[config.mk]
export PLATFORM = sky130hd
export DESIGN_NAME = eval_board_loader_flat
export DESIGN_NICKNAME = d
export VERILOG_FILES = /design/src/rtl/eval_board_loader_if.sv /design/src/rtl/eval_board_loader.sv /design/src/flat_wrapper.sv
export SDC_FILE = /design/constraint.sdc
export NUM_CORES = 1
export LEC_CHECK = 0
export ABC_AREA = 1
export CAP_MARGIN = 0
export CORE_MARGIN = 4
export CORE_UTILIZATION = 40
export DETAILED_ROUTE_END_ITERATION = 12
export GPL_TIMING_DRIVEN = 0
export MAX_ROUTING_LAYER = met4
export PLACE_DENSITY = 0.63
export SYNTH_ARGS = -nofsm -noshare
export SYNTH_HDL_FRONTEND = slang
export SYNTH_SLANG_ARGS = --single-unit
export TNS_END_PERCENT = 100
[constraint.sdc]
create_clock -name clk -period 2.7 [get_ports clk]
set_clock_uncertainty 0.2 [all_clocks]
set_input_delay 0.54 -clock clk [delete_from_list [all_inputs] [get_ports clk]]
set_output_delay 0.54 -clock clk [all_outputs]
set_load 0.01 [all_outputs]
[src/rtl/eval_board_loader_if.sv]
// rtl/eval_board_loader_if.sv - square stream, board-memory, evaluator and result signals of the board loader
interface eval_board_loader_if;
    logic        sq_valid_in;
    logic        sq_ready_out;
    logic [5:0]  sq_idx_in;
    logic [3:0]  sq_piece_in;
    logic        sq_last_in;
    logic        side_in;
    logic        clear_in;
    logic [31:0] mem_data_out;
    logic        mem_wr_out;
    logic [2:0]  mem_wr_addr_out;
    logic        start_out;
    logic        side_out;
    logic        finished_in;
    logic [14:0] result_in;
    logic        res_valid_out;
    logic [14:0] res_data_out;
    logic        res_ready_in;

    // Environment side: feeds squares, plays the evaluator and consumes the score
    modport master (
        output sq_valid_in, sq_idx_in, sq_piece_in, sq_last_in, side_in, clear_in,
        output finished_in, result_in, res_ready_in,
        input  sq_ready_out, mem_data_out, mem_wr_out, mem_wr_addr_out,
        input  start_out, side_out, res_valid_out, res_data_out
    );

    // Loader side
    modport slave (
        input  sq_valid_in, sq_idx_in, sq_piece_in, sq_last_in, side_in, clear_in,
        input  finished_in, result_in, res_ready_in,
        output sq_ready_out, mem_data_out, mem_wr_out, mem_wr_addr_out,
        output start_out, side_out, res_valid_out, res_data_out
    );
endinterface

[src/rtl/eval_board_loader.sv]
// rtl/eval_board_loader.sv - shadow chess board, flush to evaluator memory, start and score return
module eval_board_loader (
    input  logic                 clk,
    input  logic                 rst,
    eval_board_loader_if.slave   bus
);
    localparam logic [2:0] ST_LOAD   = 3'd0;
    localparam logic [2:0] ST_FLUSH  = 3'd1;
    localparam logic [2:0] ST_START  = 3'd2;
    localparam logic [2:0] ST_WAIT   = 3'd3;
    localparam logic [2:0] ST_RESULT = 3'd4;

    // Square n lives in nibble n, so board word k is simply bits [32k+31:32k]
    logic [2:0]   state_q,     state_d;
    logic [255:0] board_q,     board_d;
    logic [2:0]   word_k_q,    word_k_d;
    logic         side_q,      side_d;
    logic         mem_wr_q,    mem_wr_d;
    logic [2:0]   mem_addr_q,  mem_addr_d;
    logic [31:0]  mem_data_q,  mem_data_d;
    logic         start_q,     start_d;
    logic         res_valid_q, res_valid_d;
    logic [14:0]  res_data_q,  res_data_d;

    logic beat;
    assign beat = (state_q == ST_LOAD) && bus.sq_valid_in;

    // Next-state logic: board updates in LOAD, word sequencing in FLUSH, evaluator handshake after
    always_comb begin
        state_d     = state_q;
        board_d     = board_q;
        word_k_d    = word_k_q;
        side_d      = side_q;
        mem_wr_d    = 1'b0;
        mem_addr_d  = 3'd0;
        mem_data_d  = 32'd0;
        start_d     = 1'b0;
        res_valid_d = res_valid_q;
        res_data_d  = res_data_q;
        case (state_q)
            ST_LOAD: begin
                if (bus.clear_in) begin
                    board_d = '0;
                end
                if (beat) begin
                    board_d[{bus.sq_idx_in, 2'b00} +: 4] = bus.sq_piece_in;
                    if (bus.sq_last_in) begin
                        // Word 0 goes out on the very next cycle, including this beat's square
                        side_d     = bus.side_in;
                        word_k_d   = 3'd0;
                        mem_wr_d   = 1'b1;
                        mem_addr_d = 3'd0;
                        mem_data_d = board_d[31:0];
                        state_d    = ST_FLUSH;
                    end
                end
            end
            ST_FLUSH: begin
                if (word_k_q == 3'd7) begin
                    start_d = 1'b1;
                    state_d = ST_START;
                end else begin
                    word_k_d   = word_k_q + 3'd1;
                    mem_wr_d   = 1'b1;
                    mem_addr_d = word_k_d;
                    mem_data_d = board_q[{word_k_d, 5'b00000} +: 32];
                end
            end
            ST_START: begin
                state_d = ST_WAIT;
            end
            ST_WAIT: begin
                if (bus.finished_in) begin
                    res_data_d  = bus.result_in;
                    res_valid_d = 1'b1;
                    state_d     = ST_RESULT;
                end
            end
            ST_RESULT: begin
                if (bus.res_ready_in) begin
                    res_valid_d = 1'b0;
                    state_d     = ST_LOAD;
                end
            end
            default: begin
                state_d = ST_LOAD;
            end
        endcase
    end

    // State registers; reset abandons any flush in progress and empties the board
    always_ff @(posedge clk) begin
        if (rst) begin
            state_q     <= ST_LOAD;
            board_q     <= '0;
            word_k_q    <= 3'd0;
            side_q      <= 1'b0;
            mem_wr_q    <= 1'b0;
            mem_addr_q  <= 3'd0;
            mem_data_q  <= 32'd0;
            start_q     <= 1'b0;
            res_valid_q <= 1'b0;
            res_data_q  <= 15'd0;
        end else begin
            state_q     <= state_d;
            board_q     <= board_d;
            word_k_q    <= word_k_d;
            side_q      <= side_d;
            mem_wr_q    <= mem_wr_d;
            mem_addr_q  <= mem_addr_d;
            mem_data_q  <= mem_data_d;
            start_q     <= start_d;
            res_valid_q <= res_valid_d;
            res_data_q  <= res_data_d;
        end
    end

    assign bus.sq_ready_out    = (state_q == ST_LOAD);
    assign bus.mem_data_out    = mem_data_q;
    assign bus.mem_wr_out      = mem_wr_q;
    assign bus.mem_wr_addr_out = mem_addr_q;
    assign bus.start_out       = start_q;
    assign bus.side_out        = side_q;
    assign bus.res_valid_out   = res_valid_q;
    assign bus.res_data_out    = res_data_q;
endmodule

[src/flat_wrapper.sv]
// flat-port wrapper written by rule: the top's interface ports become plain ports
module eval_board_loader_flat 
  (clk, rst, bus_sq_valid_in, bus_sq_idx_in, bus_sq_piece_in, bus_sq_last_in, bus_side_in, bus_clear_in, bus_finished_in, bus_result_in, bus_res_ready_in, bus_sq_ready_out, bus_mem_data_out, bus_mem_wr_out, bus_mem_wr_addr_out, bus_start_out, bus_side_out, bus_res_valid_out, bus_res_data_out);
  eval_board_loader_if bus_i ();
  input  logic clk;
  input  logic rst;
  input wire logic [$bits(bus_i.sq_valid_in)-1:0] bus_sq_valid_in;
  input wire logic [$bits(bus_i.sq_idx_in)-1:0] bus_sq_idx_in;
  input wire logic [$bits(bus_i.sq_piece_in)-1:0] bus_sq_piece_in;
  input wire logic [$bits(bus_i.sq_last_in)-1:0] bus_sq_last_in;
  input wire logic [$bits(bus_i.side_in)-1:0] bus_side_in;
  input wire logic [$bits(bus_i.clear_in)-1:0] bus_clear_in;
  input wire logic [$bits(bus_i.finished_in)-1:0] bus_finished_in;
  input wire logic [$bits(bus_i.result_in)-1:0] bus_result_in;
  input wire logic [$bits(bus_i.res_ready_in)-1:0] bus_res_ready_in;
  output wire logic [$bits(bus_i.sq_ready_out)-1:0] bus_sq_ready_out;
  output wire logic [$bits(bus_i.mem_data_out)-1:0] bus_mem_data_out;
  output wire logic [$bits(bus_i.mem_wr_out)-1:0] bus_mem_wr_out;
  output wire logic [$bits(bus_i.mem_wr_addr_out)-1:0] bus_mem_wr_addr_out;
  output wire logic [$bits(bus_i.start_out)-1:0] bus_start_out;
  output wire logic [$bits(bus_i.side_out)-1:0] bus_side_out;
  output wire logic [$bits(bus_i.res_valid_out)-1:0] bus_res_valid_out;
  output wire logic [$bits(bus_i.res_data_out)-1:0] bus_res_data_out;
  assign bus_i.sq_valid_in = bus_sq_valid_in;
  assign bus_i.sq_idx_in = bus_sq_idx_in;
  assign bus_i.sq_piece_in = bus_sq_piece_in;
  assign bus_i.sq_last_in = bus_sq_last_in;
  assign bus_i.side_in = bus_side_in;
  assign bus_i.clear_in = bus_clear_in;
  assign bus_i.finished_in = bus_finished_in;
  assign bus_i.result_in = bus_result_in;
  assign bus_i.res_ready_in = bus_res_ready_in;
  assign bus_sq_ready_out = bus_i.sq_ready_out;
  assign bus_mem_data_out = bus_i.mem_data_out;
  assign bus_mem_wr_out = bus_i.mem_wr_out;
  assign bus_mem_wr_addr_out = bus_i.mem_wr_addr_out;
  assign bus_start_out = bus_i.start_out;
  assign bus_side_out = bus_i.side_out;
  assign bus_res_valid_out = bus_i.res_valid_out;
  assign bus_res_data_out = bus_i.res_data_out;
  eval_board_loader u_core (.clk(clk), .rst(rst), .bus(bus_i));
endmodule
After elaboration in Yosys (flattened, before gate mapping)
Index checks and enable logic that the tools add are counted.
{ "classes": {"n_addsub": 2, "n_eq_ne": 11, "n_shift": 3, "mux": 26, "bitwise": 1, "reduce_logical": 11} }
{ "op_table": {"columns": ["operator", "count"], "rows": [
  ["$mux 256", 3],
  ["$bwmux 256", 1],
  ["$shift 4x10->256 const A", 1],
  ["$shiftx 256x9->32", 1],
  ["$shiftx 4x10->256", 1],
  ["$mux 32", 3],
  ["$pmux 32 s2", 1],
  ["$mux 3", 8],
  ["$pmux 3 s5", 1],
  ["$neg 8->10", 1],
  ["$ne 2x2->1 const B", 4],
  ["$eq 3x2->1 const B", 2],
  ["$eq 3x3->1 const B", 2],
  ["$mux 1", 6],
  ["$pmux 3 s2", 1],
  ["$reduce_and 3->1", 2],
  ["$reduce_and 5->1", 1],
  ["$ne 2x1->1 const B", 2],
  ["$pmux 1 s2", 2],
  ["$reduce_and 4->1", 1],
  ["$reduce_bool 2->1", 2],
  ["$add 3x1->3 const B", 1],
  ["$eq 3x1->1 const B", 1],
  ["$logic_not 3->1", 1],
  ["5 further kinds", 5]
]} }
{ "word_totals": {"reg_bits": 316, "input_bits": 33, "out_inout_bits": 55, "word_cells": 64} }

Longest topological paths before layout
{ "depth": {"word_depth": 6, "mapped_depth": 14, "depth_no_buf": 14} }

Least setup slack after synthesis
Ideal clock, no wire load.
{ "synth_path": {"path_type": "input-to-reg", "from": "input port bus_sq_idx_in[0]", "to": "register u_core.board_q[127]", "setup_time_ps": 132, "arrival_time_ps": 2229, "slack_ps": 139, "cell_stages": 11, "cell_sequence": "inv_2 -> ha_1 -> clkbuf_1 -> inv_1 -> nand2_1 -> nor2_1 -> nand3_1 -> nor2_1 -> a21oi_1 -> o21ai_0 -> a21oi_1"} }
{ "synth_between": {"elab_chain_len": 4} }
{ "synth_rtl": {"columns": ["element", "line_no", "text"], "rows": [
  ["start, declared", "flat_wrapper.sv:8", "input wire logic [$bits(bus_i.sq_idx_in)-1:0] bus_sq_idx_in;"],
  ["$neg 8->10 *", "eval_board_loader.sv:46", "board_d[{bus.sq_idx_in, 2'b00} +: 4] = bus.sq_piece_in;"],
  ["$shiftx 4x10->256 or $shift 4x10->256 (tied branches)", "eval_board_loader.sv:46", null],
  ["$bwmux 256 *", "eval_board_loader.sv:46", null],
  ["$mux 256 *", "eval_board_loader.sv:45", "if (beat) begin"],
  ["end signal, assigned", "eval_board_loader.sv:106", "board_q <= board_d;"],
  ["end, declared", "eval_board_loader.sv:15", "logic [255:0] board_q, board_d;"]
]} }
Mark *: on every way between the ends. The rest lies on a longest branch, timed or not.
A chain may end at the register's enable or synchronous reset.

Final worst setup path
{ "layout_path": {"from": "register u_core.word_k_q[0]", "to": "register u_core.mem_data_q[2], in the netlist u_core.bus.mem_data_out[2]"} }
{ "layout_between": {"elab_chain_len": 4} }
{ "layout_rtl": {"columns": ["element", "line_no", "text"], "rows": [
  ["start, declared", "eval_board_loader.sv:16", "logic [2:0] word_k_q, word_k_d;"],
  ["start signal, assigned", "eval_board_loader.sv:107", "word_k_q <= word_k_d;"],
  ["$add 3x1->3", "eval_board_loader.sv:63", "word_k_d = word_k_q + 3'd1;"],
  ["$shiftx 256x9->32", "eval_board_loader.sv:66", "mem_data_d = board_q[{word_k_d, 5'b00000} +: 32];"],
  ["$mux 32 *", "eval_board_loader.sv:59", "if (word_k_q == 3'd7) begin"],
  ["$pmux 32 s2 *", "eval_board_loader.sv:40", "case (state_q)"],
  ["end signal, assigned", "eval_board_loader.sv:111", "mem_data_q <= mem_data_d;"],
  ["end, declared", "eval_board_loader.sv:20", "logic [31:0] mem_data_q, mem_data_d;"]
]} }
Marks and branches as above.

==> out/qor.yml <==
synthesis:
  synth_area_leader_cell: "dfxtp_1"
  ys_seq_area_frac: 0.359
  syn_nets: 2803
  syn_inst: 2767
  synthTopCellsByArea: "dfxtp_1 36%, nand2_1 17%, a21oi_1 11%"
  synth_area_per_cell_sq_um: 6.37
  async_flop_share: 0
  synth_top_area_frac: 0.359
  synth_enable_flop_cells: 0
  yosysWarnings: 0
  ys_ff_latch: 316
  synthesis.area_sq_um: 17600
  ys_types: 37
  synthFlopType: "dfxtp_1"
setup_path:
  crit_required_ns: 2.92
  cp_slowest_cell: "o21ai_1"
  ff2ff_setup_slack_ns: -0.09
  cp-end-kind: "register"
  critPathLaunch: "u_core.word_k_q[0]$_SDFFE_PP0P_"
  arrival_ns: 3.01
  critPathMaxFanout: 10
  r2r_start: "u_core.word_k_q[0]$_SDFFE_PP0P_"
  endpoint: "u_core.bus.mem_data_out[2]$_SDFF_PP0_"
  r2r-end: "u_core.bus.mem_data_out[2]$_SDFF_PP0_"
  crit_chain: "clkbuf_4, clkinv_2, clkbuf_1, o21ai_1, o22ai_1, a21oi_1, a21oi_2"
  path_class: "register to register"
  reg2regPathDepth: 7
  cp_slowest_stage_delay_ns: 0.49
  worstSetupStartpointType: "register"
floorplanning:
  dieWidth_microns: 218
  die-area_sq_um: 47500
  fp.coreArea_sq_um: 43400
  initial_core_util: 0.407
  rows: 76
  fp.dieH_microns: 218
  ios: 88
timing:
  tightestPinTransition_ns: 1.18
  rsz0062_at_grt: "true"
  fmaxAchievable_mhz: 358
  worst_hold_slack_ns: 0.242
  tns_ns: -0.748
  worst_slack_ns: -0.0929
  period_share: 1.03
  hold_viol: 0
  slew_violations: 0
  setup_violations: 16
  fin_crit_ns: 2.79
  relSlewSlack: 0.213
clock_network:
  clkLatencyLatePin_ns: 0.60
  root_buffer: "clkbuf_16"
  cts_max_path_buffers: 3
  h-tree-depth: 2
  clock_sink_count: 316
  cts_buffers: 39
  cts_hold_buf: 0
  tritoncts: "built"
  clk_pin_slew_worst_paths_ns: 0.06
final_layout:
  area_growth_pct: 19.9
  nets: 2951
  drive_above_1_share: 0.102
  fill_cells: 4589
routing:
  routedWlPerCell_microns: 27.7
  vias_per_cell: 6.20
  vias: 21869
  wl_microns: 97600
  antenna_left: 0
  drt_iter0_drc: 3458
  first_pass_iters: 8
  drc: 0
power:
  power_density_nw_per_um2: 764
  fin_total_pwr_uw: 16200
  power_leakage_uw: 0.00764
  peakVddDrop_mv: 0.459
global_route:
  grt_pass1_wl_microns: 137000
  overflow: 0
  grt_pass1_vias: 19490
  grt_antenna_before_repair: 2
  gr-usage-all-layers: 0.407
  grt_max_degree: 20
place:
  pre_cts_ws_ns: -1.42
  gp_congestion: 1.06
  port_buffers: 85
  dp_hpwl_microns: 73900
run_status:
  status: "complete, but fails checks"
  violations: "setup timing"
hold_path:
  min-delay-path-class: "register to register"
job:
  maxCapViolations: 0
[cells in the final DEF, fill, tap and decap left out, drive strengths merged, types with 2 or more instances in the layout]
cell / synthesis / routed
inv: 134 / 133
clkdlybuf4s50: 0 / 82
a21oi: 383 / 383
o211ai: 62 / 62
o2bb2ai: 4 / 4
nand2: 823 / 823
buf: 53 / 71
o22ai: 35 / 35
dfxtp: 316 / 316
o221ai: 2 / 2
nand4: 87 / 87
a211oi: 4 / 4
nand3: 340 / 340
o21a: 4 / 4
diode: 0 / 2
dlymetal6s2s: 0 / 2
o21ai: 183 / 183
ha: 3 / 3
nor2: 135 / 135
clkbuf: 184 / 252
a221oi: 8 / 8
clkinv: 2 / 9
[power breakdown]
| group | total [uW] | switching [uW] | internal [uW] |
|---|---|---|---|
| sequential | 4840 | 67.2 | 4770 |
| combinational | 6030 | 4760 | 1270 |
| clock | 5280 | 2260 | 3020 |
[metrics by stage]
| stage | std cells | cell area, sq um | util |
|---|---|---|---|
| after floorplan | 2767 | 17600 | - |
| after global placement | 3437 | 19200 | 0.443 |
| after detailed placement | 3437 | 19200 | 0.443 |
| after CTS | 3513 | 20800 | 0.479 |
| after global routing | 3529 | 21100 | 0.487 |
| final | 3530 | 21100 | 0.488 |
[synth_stat cells, types with 2 or more instances]
cell type,count
a211oi_1,4
inv_2,9
nand2_4,3
clkbuf_1,184
buf_1,16
o2bb2ai_1,4
nand4_1,85
dfxtp_1,316
nor2_4,8
nor2_2,9
nand3_2,5
buf_2,29
o21ai_0,178
buf_6,3
nor2_1,118
o21ai_1,5
o211ai_1,62
nand3_1,335
a221oi_1,8
buf_4,5
o22ai_1,35
clkinv_1,2
o21a_1,4
nand2_2,14
a21oi_1,383
o221ai_1,2
ha_1,3
inv_1,124
nand2_1,806
[layer usage]
layer / vias up / global-route usage / wire length (microns)
met5: - / - / 0
met4: 0 / 0.256 / 7430
met3: 360 / 0.0924 / 12200
met2: 1524 / 0.575 / 40300
met1: 10319 / 0.524 / 37700
li1: 9666 / - / -
[registers in the layout (all words and copies together), names as in the netlist, 3 cells and up]
| register | flops |
|---|---|
| u_core.board_q | 256 |
| u_core.bus.mem_data_out | 32 |
| u_core.bus.res_data_out | 15 |
| u_core.bus.mem_wr_addr_out | 3 |
| u_core.state_q | 3 |
| u_core.word_k_q | 3 |
[what timing repair did]
| action | CTS | global route |
|---|---|---|
| resized for setup | 116 | 128 |
| pin swaps | 5 | 12 |
| buffers inserted | 9 | 15 |
| setup endpoints to repair | 290 | 277 |
[worst min-delay path by stage]
stage | startpoint | endpoint | slack (ns) | depth (start not counted)
after floorplan | u_core.word_k_q[2]$_SDFFE_PP0P_ | u_core.word_k_q[2]$_SDFFE_PP0P_ | 0.24 | 2
after global placement | u_core.bus.res_data_out[14]$_SDFFE_PP0P_ | u_core.bus.res_data_out[14]$_SDFFE_PP0P_ | 0.23 | 2
after detailed placement | u_core.bus.res_data_out[5]$_SDFFE_PP0P_ | u_core.bus.res_data_out[5]$_SDFFE_PP0P_ | 0.24 | 2
after CTS | u_core.bus.res_data_out[5]$_SDFFE_PP0P_ | u_core.bus.res_data_out[5]$_SDFFE_PP0P_ | 0.25 | 2
after global routing | u_core.bus.res_data_out[5]$_SDFFE_PP0P_ | u_core.bus.res_data_out[5]$_SDFFE_PP0P_ | 0.26 | 2
final | u_core.bus.res_data_out[5]$_SDFFE_PP0P_ | u_core.bus.res_data_out[5]$_SDFFE_PP0P_ | 0.24 | 2
[cell families after synthesis]
family,share of synthesized area
fa+ha+maj,0.00213
xor+xnor,0.00156
compound gates,0.210
simple gates,0.343
flops,0.359
buf+inv,0.0841
[worst max-delay path, delay by kind of cell (launching register included)]
kind | cells | cell delay (ns)
buffers and inverters | 3 | 1.00
AOI/OAI and AO/OA | 4 | 1.04
DFF | 1 | 0.37
[cell type report]
class,count,area (sq um),share of cell area
Multi-Input combinational cell,2078,10100,0.478
Sequential cell,316,6330,0.299
Tap cell,585,732,0.0346
Clock inverter,6,30.0,0.00142
Antenna cell,2,5.00,0.000237
Inverter,136,528,0.0250
Timing Repair Buffer,109,1070,0.0505
Buffer,235,1140,0.0538
Clock buffer,63,1200,0.0567
No activity file was read; power rests on OpenSTA's default activity.
